File: src/rtl/seg_scroll_sequencer.sv
// Playback controller for the 7-segment message scroller: symbol index, symbol-rate
// prescaler, run/pause/step/restart control, inter-loop blank gap and PWM brightness gating.
module seg_scroll_sequencer #(
   parameter int unsigned MSG_LEN = 15,
   parameter int unsigned GAP_LEN = 2,
   parameter int unsigned PWM_W   = 4
) (
   input  logic             clk,
   input  logic             rst_n,
   input  logic             ena,
   input  logic [7:0]       cfg_rate,
   input  logic [PWM_W-1:0] cfg_bright,
   input  logic             cmd_run,
   input  logic             cmd_step,
   input  logic             cmd_dir,
   input  logic             cmd_restart,
   input  logic [7:0]       sym_data,
   output logic [3:0]       sym_index,
   output logic [7:0]       seg_out,
   output logic             frame_done,
   output logic [1:0]       state
);

   localparam logic [1:0] IDLE  = 2'b00;
   localparam logic [1:0] RUN   = 2'b01;
   localparam logic [1:0] PAUSE = 2'b10;
   localparam logic [1:0] GAP   = 2'b11;

   localparam logic [3:0]        LAST_IDX = 4'(MSG_LEN - 1);
   localparam int unsigned       GAP_W    = (GAP_LEN > 1) ? $clog2(GAP_LEN) : 1;
   localparam logic [GAP_W-1:0]  GAP_LAST = GAP_W'(GAP_LEN - 1);

   logic [7:0]       presc, presc_nxt;
   logic [GAP_W-1:0] gap_cnt, gap_nxt;
   logic [PWM_W-1:0] pwm_cnt;
   logic             step_q;
   logic [1:0]       state_nxt;
   logic [3:0]       idx_nxt, start_idx, next_idx;
   logic             fd_nxt, active, tick, step_edge, at_end, pwm_on;

   assign active    = (state == RUN) || (state == GAP);
   assign tick      = active && (presc == cfg_rate);
   assign step_edge = cmd_step && !step_q && (state == PAUSE) && !cmd_run;
   assign start_idx = cmd_dir ? LAST_IDX : '0;
   assign at_end    = cmd_dir ? (sym_index == '0) : (sym_index == LAST_IDX);
   assign next_idx  = cmd_dir ? (sym_index - 4'd1) : (sym_index + 4'd1);
   assign pwm_on    = (cfg_bright == '1) || (pwm_cnt < cfg_bright);

   always_comb begin
      state_nxt = state;
      idx_nxt   = sym_index;
      gap_nxt   = gap_cnt;
      fd_nxt    = 1'b0;
      presc_nxt = tick ? '0 : (presc + 8'd1);
      if (cmd_restart) begin
         state_nxt = cmd_run ? RUN : IDLE;
         idx_nxt   = start_idx;
         gap_nxt   = '0;
         presc_nxt = '0;
      end else begin
         case (state)
            IDLE: begin
               presc_nxt = '0;
               if (cmd_run) state_nxt = RUN;
            end
            RUN: begin
               if (!cmd_run) begin
                  state_nxt = PAUSE;
                  presc_nxt = '0;
               end else if (tick) begin
                  if (at_end) begin
                     fd_nxt = 1'b1;
                     if (GAP_LEN == 0) idx_nxt = start_idx;
                     else              state_nxt = GAP;
                  end else begin
                     idx_nxt = next_idx;
                  end
               end
            end
            PAUSE: begin
               presc_nxt = '0;
               if (cmd_run) begin
                  state_nxt = RUN;
               end else if (step_edge) begin
                  // a manual step through the wrap never enters the gap
                  fd_nxt  = at_end;
                  idx_nxt = at_end ? start_idx : next_idx;
               end
            end
            GAP: begin
               if (!cmd_run) begin
                  state_nxt = PAUSE;
                  presc_nxt = '0;
                  gap_nxt   = '0;
                  idx_nxt   = start_idx;
               end else if (tick) begin
                  if (gap_cnt == GAP_LAST) begin
                     state_nxt = RUN;
                     gap_nxt   = '0;
                     idx_nxt   = start_idx;
                  end else begin
                     gap_nxt = gap_cnt + GAP_W'(1);
                  end
               end
            end
            default: ;
         endcase
      end
   end

   always_ff @(posedge clk or negedge rst_n) begin
      if (!rst_n) begin
         state      <= IDLE;
         sym_index  <= '0;
         presc      <= '0;
         gap_cnt    <= '0;
         pwm_cnt    <= '0;
         step_q     <= 1'b0;
         seg_out    <= '0;
         frame_done <= 1'b0;
      end else if (ena) begin
         state      <= state_nxt;
         sym_index  <= idx_nxt;
         presc      <= presc_nxt;
         gap_cnt    <= gap_nxt;
         pwm_cnt    <= pwm_cnt + PWM_W'(1);
         step_q     <= cmd_step;
         frame_done <= fd_nxt;
         seg_out    <= (((state == RUN) || (state == PAUSE)) && pwm_on) ? sym_data : '0;
      end else begin
         // frozen: the pulse is dropped so it can never stretch over a stall
         frame_done <= 1'b0;
      end
   end

endmodule

File: config.mk
export PLATFORM = sky130hd
export DESIGN_NAME = seg_scroll_sequencer
export DESIGN_NICKNAME = d
export VERILOG_FILES = /design/src/rtl/seg_scroll_sequencer.sv
export SDC_FILE = /design/constraint.sdc
export NUM_CORES = 1
export LEC_CHECK = 0
export ABC_CLOCK_PERIOD_IN_PS = 2300
export CELL_PAD_IN_SITES_DETAIL_PLACEMENT = 2
export CELL_PAD_IN_SITES_GLOBAL_PLACEMENT = 2
export CORE_MARGIN = 8
export CORE_UTILIZATION = 30
export CTS_BUF_LIST = sky130_fd_sc_hd__clkbuf_16
export DETAILED_ROUTE_END_ITERATION = 10
export PLACE_DENSITY_LB_ADDON = 0.25
export REMOVE_ABC_BUFFERS = 1
export SLEW_MARGIN = 20
export SYNTH_ARGS = -nofsm -noshare
export SYNTH_HDL_FRONTEND = slang
export SYNTH_SLANG_ARGS = --single-unit
export TNS_END_PERCENT = 20
File: constraint.sdc
create_clock -name clk -period 2.3 [get_ports clk]
set_input_delay 0.46 -clock clk [delete_from_list [all_inputs] [get_ports clk]]
set_output_delay 0.46 -clock clk [all_outputs]
set_load 0.01 [all_outputs]
Word-level counts from Yosys, hierarchy flattened
Cells that the tools add are included.
{ "classes": {"n_mux": 42, "reduce_logical": 19, "add_sub_neg": 5, "order_cmp": 1, "eq_ne": 17} }
{ "ops": {"columns": ["op", "count"], "rows": [
  ["$mux W4", 12],
  ["$mux W8", 4],
  ["$mux W2", 8],
  ["$ne A4 B4 Y1 const B", 4],
  ["$pmux W8 S2", 1],
  ["$ne A3 B3 Y1 const B", 5],
  ["$mux W1", 14],
  ["$pmux W4 S3", 1],
  ["$reduce_and A9 Y1", 1],
  ["$add A4 B1 Y4 const B", 2],
  ["$add A8 B1 Y8 const B", 1],
  ["$eq A4 B4 Y1 const B", 2],
  ["$eq A8 B8 Y1", 1],
  ["$ne A3 B1 Y1 const B", 2],
  ["$pmux W2 S3", 1],
  ["$reduce_and A6 Y1", 1],
  ["$logic_and A1 B1 Y1", 5],
  ["$eq A2 B2 Y1 const B", 2],
  ["$logic_not A4 Y1", 1],
  ["$lt A4 B4 Y1", 1],
  ["$reduce_bool A4 Y1", 1],
  ["$reduce_or A2 Y1", 2],
  ["$sub A4 B1 Y4 const B", 1],
  ["$logic_or A1 B1 Y1", 3],
  ["7 further kinds", 8]
]} }
{ "word_totals": {"out_inout_bits": 15, "regBits": 29, "word_cells": 92, "in_bits": 27} }

Logic depth before layout (Yosys ltp)
{ "depth": {"word_depth": 9, "mapped_depth": 9, "mapped_depth_nobuf": 8} }

Worst setup path before layout
No wires, ideal clock.
{ "synth_path": {"kind": "reg2reg", "startpoint": "reg state[1]", "endpoint": "reg sym_index[3]", "period_less_slack_ns": 2.180, "stages_incl_launch_ff": 9, "setup_slack_ns": 0.120, "setup_ns": 0.127, "arrival_time_ns": 2.052, "required_time_ns": 2.173, "cell_sequence": "dfrtp_1 inv_1 ha_1 nor2_1 or4_4 buf_6 a21oi_2 o21a_4 mux2_1"} }
{ "synth_via": {"elab_chain_len": 5} }
{ "synth_rtl": {"columns": ["element", "line", "text"], "rows": [
  ["from (decl)", "21", "output logic [1:0] state"],
  ["from (signal assigned)", "122", "state <= state_nxt;"],
  ["$eq A2 B1 Y1, or another cell as far along", "41, 61", null],
  ["$logic_or A1 B1 Y1 or $logic_and A1 B1 Y1 (tied branches)", "41, 43", null],
  ["$logic_and A1 B1 Y1 (on tied branches)", "42, 43", null],
  ["$ne A4 B4 Y1 (no source line) or $ne A3 B3 Y1 (tied branches)", null, null],
  ["$reduce_and A9 Y1 (no source line)", null, null],
  ["to (signal assigned)", "123", "sym_index <= idx_nxt;"],
  ["to (decl)", "18", "output logic [3:0] sym_index,"]
]} }
Several ways; a longest one is shown, not always the timed one.
A chain may end at the register's enable or synchronous reset.

Worst setup path in the final report
{ "layout_path": {"startpoint": "in cmd_dir", "endpoint": "reg sym_index[3]"} }
{ "layout_via": {"elab_chain_len": 6} }
{ "layout_rtl": {"columns": ["element", "line", "text"], "rows": [
  ["from (decl)", "15", "input logic cmd_dir,"],
  ["$mux W4, or another cell as far along", "44", "assign start_idx = cmd_dir ? LAST_IDX : '0;"],
  ["$mux W4 (on tied branches)", "97, 71, 87", null],
  ["$mux W4 (on tied branches)", "96, 70, 84", null],
  ["$mux W4 (on tied branches)", "91, 67, 82", null],
  ["$pmux W4 S3", "61", "case (state)"],
  ["$mux W4", "55", "if (cmd_restart) begin"]
]} }
Several ways; a longest one is shown, not always the timed one. The select of a mux whose other input is x is not followed.

==> results.cfg <==
[sta]
final.period_utilization_pct = 97.2
final_max_slew_viol_count = 0
min_period_ns = 2.23
setup_viol = 0
worst-slew-pin-transition_ns = 0.387
rsz0062_at_grt = yes
final_hold_vio_count = 0
finClkSkew_ns = 0.00850
max-slew-margin-rel_pct = 74.1
tns_ns = 0
fmax_mhz = 447

[cts]
clkSinkCount = 29
tritoncts = yes
cts_inserted_buffers = 5
clkLatencyLatePin_ns = 0.28
ctsRootBufferMaster = sky130_fd_sc_hd__clkbuf_16
ctsLongestPathBuffers = 2
cts-hold-fix-buffers = 0
cts_setup_buffers = 0
ctsHtreeMaxLevel = 2
post_cts_resize_count = 0
clkSlewWorstSetupHoldPaths_ns = 0.05

[critical_path]
crit_slowest_cell = sky130_fd_sc_hd__clkdlybuf4s50_1
timing.critical_path.to_type = register
critical-path-top-delay-family = buffers and inverters
crit_chain = clkdlybuf4s50_1 -> buf_4 -> ha_1 -> a21o_1 -> a21oi_2 -> xnor2_1 -> nor3b_2 -> a311oi_2 -> mux2_1
cp_data_required_time_ns = 2.45
arrival_time_of_data_at_the_critical_path_endpoint_ns = 2.39
cp_max_fo = 8
slowest_delay_ns = 0.42
timing_worst_setup_path_type = in -> reg
critPathBufInv = 2
cp-start-kind = primary input

[placed_design]
detailedPlacementHpwl_um = 4230
dpl.cell_count = 315
io_buffer_count = 41
gp_congestion = 0.797

[global_routing]
globalRoute.busiestLayer = met2
grt_remaining_overflow = 0
grt_antenna_before_repair = 0
grt_use_met2_pct = 23.9
globalRouteMet3Util_pct = 2.88
gr-usage-all-layers_pct = 13.7
vias_in_the_first_global_route = 1903
wire_length_of_the_first_global_routing_pass_um = 9540
gr-usage-met1_pct = 15.9
pin_count_of_the_biggest_net_entering_global_routing = 30

[detailed_routing]
detail_route.drc_violations = 0
drt_iter0_markers = 23
wl_um = 5580
route.vias.total = 1634
route.detailed.vias_per_inst = 5.07
first_drt_pass_iteration_count = 4
avgRoutedWirePerCell_um = 17.3
drtAntennaViolNets = 0

[synth]
synthesis.area_mm2 = 0.00183
synth_edf_count = 0
synth_area_leaders = sky130_fd_sc_hd__dfrtp_1 (40%), sky130_fd_sc_hd__ha_1 (8.2%), sky130_fd_sc_hd__xnor2_1 (5.7%)
yosys_warnings = 0
async_reset_ff_share_pct = 100
yosys.area.top_type_share_pct = 39.7
synthDominantAreaCellType = sky130_fd_sc_hd__dfrtp_1
yosys_most_used_dff = sky130_fd_sc_hd__dfrtp_1
post_synth_inst_count = 182
synthesized_area_per_cell_um2 = 10.1
synth_seq_area_share_pct = 39.7
synth_seq_cells = 29
number_of_library_cell_types_mapped_by_synthesis = 47

[cells_and_area]
layout.nets = 287
post_route_cells_drive_above_1_share_pct = 17.4
fill_cells = 628
footprint_of_the_flip_flops_and_latches_um2 = 726
finalNonFillerCells = 322
antenna_cells = 0
area_of_the_multi_input_gates_mm2 = 0.00107
area_grow_syn2layout_pct = 46.2

[power]
power_leakage_nw = 1.18
ir_drop_v = 0.000550
power_density_mw_per_mm2 = 1090

[die]
die-area_mm2 = 0.00885
initial_util_pct = 30.9
placement_rows = 28
die-width_um = 94.1
fp.coreArea_mm2 = 0.00592
ioPinCount = 42
dieHeight_um = 94.1

[flow_run]
timing.max_cap.violations = 0

[worst_hold_path]
hold_path_class = reg -> reg

[status]
run_status = finished clean
-- layout make-up --
type	count	share of cell area, %
Multi-Input combinational cell	139	40.0
Sequential cell	29	27.1
Timing Repair Buffer	64	22.3
Clock buffer	5	4.68
Tap cell	75	3.51
Clock inverter	2	1.31
Inverter	8	1.12
-- synth_stat cells (2+ instances only) --
| master | number |
|---|---|
| sky130_fd_sc_hd__a21o_1 | 6 |
| sky130_fd_sc_hd__a21oi_1 | 6 |
| sky130_fd_sc_hd__a21oi_2 | 2 |
| sky130_fd_sc_hd__a22o_1 | 8 |
| sky130_fd_sc_hd__a31o_1 | 2 |
| sky130_fd_sc_hd__a31oi_1 | 2 |
| sky130_fd_sc_hd__clkbuf_1 | 4 |
| sky130_fd_sc_hd__dfrtp_1 | 29 |
| sky130_fd_sc_hd__ha_1 | 12 |
| sky130_fd_sc_hd__inv_1 | 7 |
| sky130_fd_sc_hd__mux2_1 | 6 |
| sky130_fd_sc_hd__mux2_2 | 2 |
| sky130_fd_sc_hd__nand2_1 | 13 |
| sky130_fd_sc_hd__nand2b_1 | 3 |
| sky130_fd_sc_hd__nand3_1 | 5 |
| sky130_fd_sc_hd__nand4_1 | 4 |
| sky130_fd_sc_hd__nor2_1 | 14 |
| sky130_fd_sc_hd__nor2b_1 | 2 |
| sky130_fd_sc_hd__nor3_1 | 3 |
| sky130_fd_sc_hd__nor3b_1 | 2 |
| sky130_fd_sc_hd__o21ai_0 | 6 |
| sky130_fd_sc_hd__o21ai_1 | 2 |
| sky130_fd_sc_hd__o31ai_1 | 2 |
| sky130_fd_sc_hd__o32ai_1 | 2 |
| sky130_fd_sc_hd__xnor2_1 | 12 |
| sky130_fd_sc_hd__xor2_1 | 5 |
-- worst paths after layout --
check / from / to / slack (ns) / cells past startpoint
max in group asynchronous: rst_n / frame_done$_DFF_PN0_ / 1.44 / 2
min reg2reg: pwm_cnt[3]$_DFFE_PN0P_ / pwm_cnt[3]$_DFFE_PN0P_ / 0.47 / 1
min: pwm_cnt[3]$_DFFE_PN0P_ / pwm_cnt[3]$_DFFE_PN0P_ / 0.47 / 1
max reg2reg: state[1]$_DFFE_PN0P_ / state[1]$_DFFE_PN0P_ / 0.17 / 7
max: cmd_dir / sym_index[3]$_DFFE_PN0P_ / 0.07 / 9
min in group asynchronous: rst_n / seg_out[0]$_DFFE_PN0P_ / 0.58 / 2
-- cells in the final DEF, fill, tap and decap left out, drive strengths merged, types with 6 or more instances in the layout --
master | Yosys | final
clkdlybuf4s50 | 0 | 41
nor2 | 14 | 14
a22o | 8 | 8
ha | 12 | 12
xnor2 | 12 | 12
a21o | 6 | 6
a21oi | 8 | 8
o21ai | 9 | 9
dfrtp | 29 | 29
mux2 | 8 | 8
nand2 | 13 | 13
buf | 2 | 23
inv | 8 | 8
-- worst reg2reg max path: stages (launching register included) --
cell                      delay [ns]
sky130_fd_sc_hd__dfrtp_1        0.40
sky130_fd_sc_hd__inv_1          0.12
sky130_fd_sc_hd__ha_1           0.18
sky130_fd_sc_hd__nor2_1         0.07
sky130_fd_sc_hd__or4_4          0.57
sky130_fd_sc_hd__o21ai_2        0.09
sky130_fd_sc_hd__nor3b_4        0.24
sky130_fd_sc_hd__mux2_1         0.35
-- stage by stage --
step	power [mW]	util [%]	area, um^2	hold WS (ns)	setup WS [ns]
3_5_place_dp	2.15	42.0	2490	0.473	-0.260
5_1_grt	3.12	45.2	2670	0.521	-0.0683
2_1_floorplan	1.49	-	1800	0.164	0.101
4_1_cts	2.91	44.7	2650	0.481	0.0214
3_3_place_gp	2.10	42.0	2490	0.472	-0.189
6_report	2.91	45.2	2670	0.475	0.0653
-- power by group --
part / switching (mW) / total [mW] / internal [mW]
sequential: 0.153 / 0.820 / 0.667
combinational: 0.648 / 1.37 / 0.725
clock: 0.219 / 0.720 / 0.501
-- logic make-up (layout without fill, tap and decap cells) --
logic type,Yosys count,in the layout,synth area share [%]
mux,9,9,5.47
xor+xnor,17,17,8.14
flops,29,29,39.7
fa+ha+maj,13,13,9.30
buf+inv,14,79,3.28
compound gates,47,47,19.0
simple gates,53,53,15.1
-- sequential cells by signal, summed over array words and instances (netlist names) --
| signal | count |
|---|---|
| step_q | 1 |
| frame_done | 1 |
| pwm_cnt | 4 |
| gap_cnt | 1 |
| state | 2 |
| sym_index | 4 |
| presc | 8 |
| seg_out | 8 |
-- per-layer routing --
metal  share of wire [%]  up-vias
li1                    -      779
met1                  44      819
met2                  51       30
met3                 3.1        6
met4                 1.4        0
met5                   0        -
No activity file was read; power rests on OpenSTA's default activity.
==> RTL change: new RTL, same settings <==
Make the reset (`rst_n`) synchronous in one clocked block.
--- a/src/rtl/seg_scroll_sequencer.sv
+++ b/src/rtl/seg_scroll_sequencer.sv
@@ -109,5 +109,5 @@
    end
 
-   always_ff @(posedge clk or negedge rst_n) begin
+   always_ff @(posedge clk) begin
       if (!rst_n) begin
          state      <= IDLE;
Check against the original RTL: differs if rst_n is asserted again (counterexample within 4 cycles, from zero or initial values and one cycle with rst_n low); with rst_n held inactive, the same outputs for 4 cycles.
==> RTL change against the unedited design <==
- sequential cell count stayed put
- via count rose by 3.8%
- setup slack better by 0.062 ns
- die area down 2.1%
- final area is 5.9% lower
- wire length increased by 4.7%
- synthesized area is 2.5% lower
- critical endpoint is now state[0]
- largest cell class unchanged
Power is not compared: it rests on default switching activity, and its combinational part moved more than twofold at a synthesized area within 25%.
==> RTL change: results <==
[status]
status = "finished clean"

[layout]
buf_share = 0.214
clock_area_frac = 0.0527
fin_nets = 297
multi_input_area_um2 = 1140
layout-drive-gt1-share = 0.124
n_clock_buffer = 5
multi_input_comb_cells = 156
fillers = 664
final-seq-area_um2 = 581
buffers = 58
diodes = 0
multi_input_area_share = 0.453

[power_and_ir_drop]
p_sw_mw = 0.345
pg_clk_mw = 0.595
power.leakage_nw = 1.02
p_seq_frac = 0.388

[synthesis]
yosys-top-cells-count = "29 x dfxtp_1, 19 x nand2_1, 14 x nor2_1, 13 x xor2_1, 11 x ha_1"
synth_fa_ha_area_frac = 0.0884
synth-xor-area-share = 0.0884
async_flop_share = 0
synth.top_cells.by_area = "dfxtp_1 33%, ha_1 7.7%, xor2_1 6.4%"
synthMuxAreaShare = 0.0281
synth_cell_types = 50
synth_compound_area_frac = 0.171
ys_seq_area_frac = 0.326
ys_ff_latch = 29
synth.avg_cell_area_um2 = 8.78
synthFlopType = "dfxtp_1"
ys_warn_count = 0

[placement]
place_hpwl_mm = 4.39
place_area_um2 = 2370
routabilityCongestion = 0.785
dp_slack_ns = -0.166
placed_cells = 326
io_buffers = 41

[floorplan]
core_um2 = 5820

[timing]
slew_headroom = 0.602
finalClockSkew_ns = 0.00478

[clocking]
clock_tree.buffer_depth = 2
cts_resized = 0
cts_root_buffer = "clkbuf_16"
path_clk_slew_ns = 0.05

[routing]
drtIter0Drc = 38
vias = 1696
ant_nets = 0
routed_wl_mm = 5.85
wl_per_cell_um = 17.6

[grt]
grtUsageTotal = 0.144
grt_max_degree = 24
grt_pass1_wl_mm = 9.75
first_global_vias = 1911

[worst_setup_path]
arrival_ns = 2.32
critical_path_peak_fanout = 2
==> RTL change: cell count changes in the layout (fill, tap and decap cells not counted), sizes merged, moves of 4 or more <==
cell,delta
buf,-6
mux2,-8
dfrtp,-29
and2,+4
nand2,+6
xnor2,-7
dfxtp,+29
mux2i,+4
nand3b,+4
o21ai,+4
xor2,+8
==> RTL change: critical path: stages <==
cell	delay [ns]
clkdlybuf4s50_1	0.41
xor2_1	0.17
nor4_4	0.32
nand3_2	0.12
nor3b_4	0.17
or4_4	0.55
mux2i_1	0.13
==> RTL change: layer usage <==
layer,part of all wire,track usage,vias to the layer above
met5,0,0,-
met4,0.010,0.0564,0
met3,0.027,0.0296,4
met2,0.55,0.269,15
met1,0.41,0.153,848
li1,-,-,829
==> RTL change: final timing paths <==
kind,from,endpoint,slack (ns),depth (start not counted)
max,cfg_rate[7],state[0],0.13,7
min,seg_out[2],seg_out[2],0.47,1
min reg2reg,seg_out[2],seg_out[2],0.47,1
max reg2reg,state[0],state[0],0.14,7
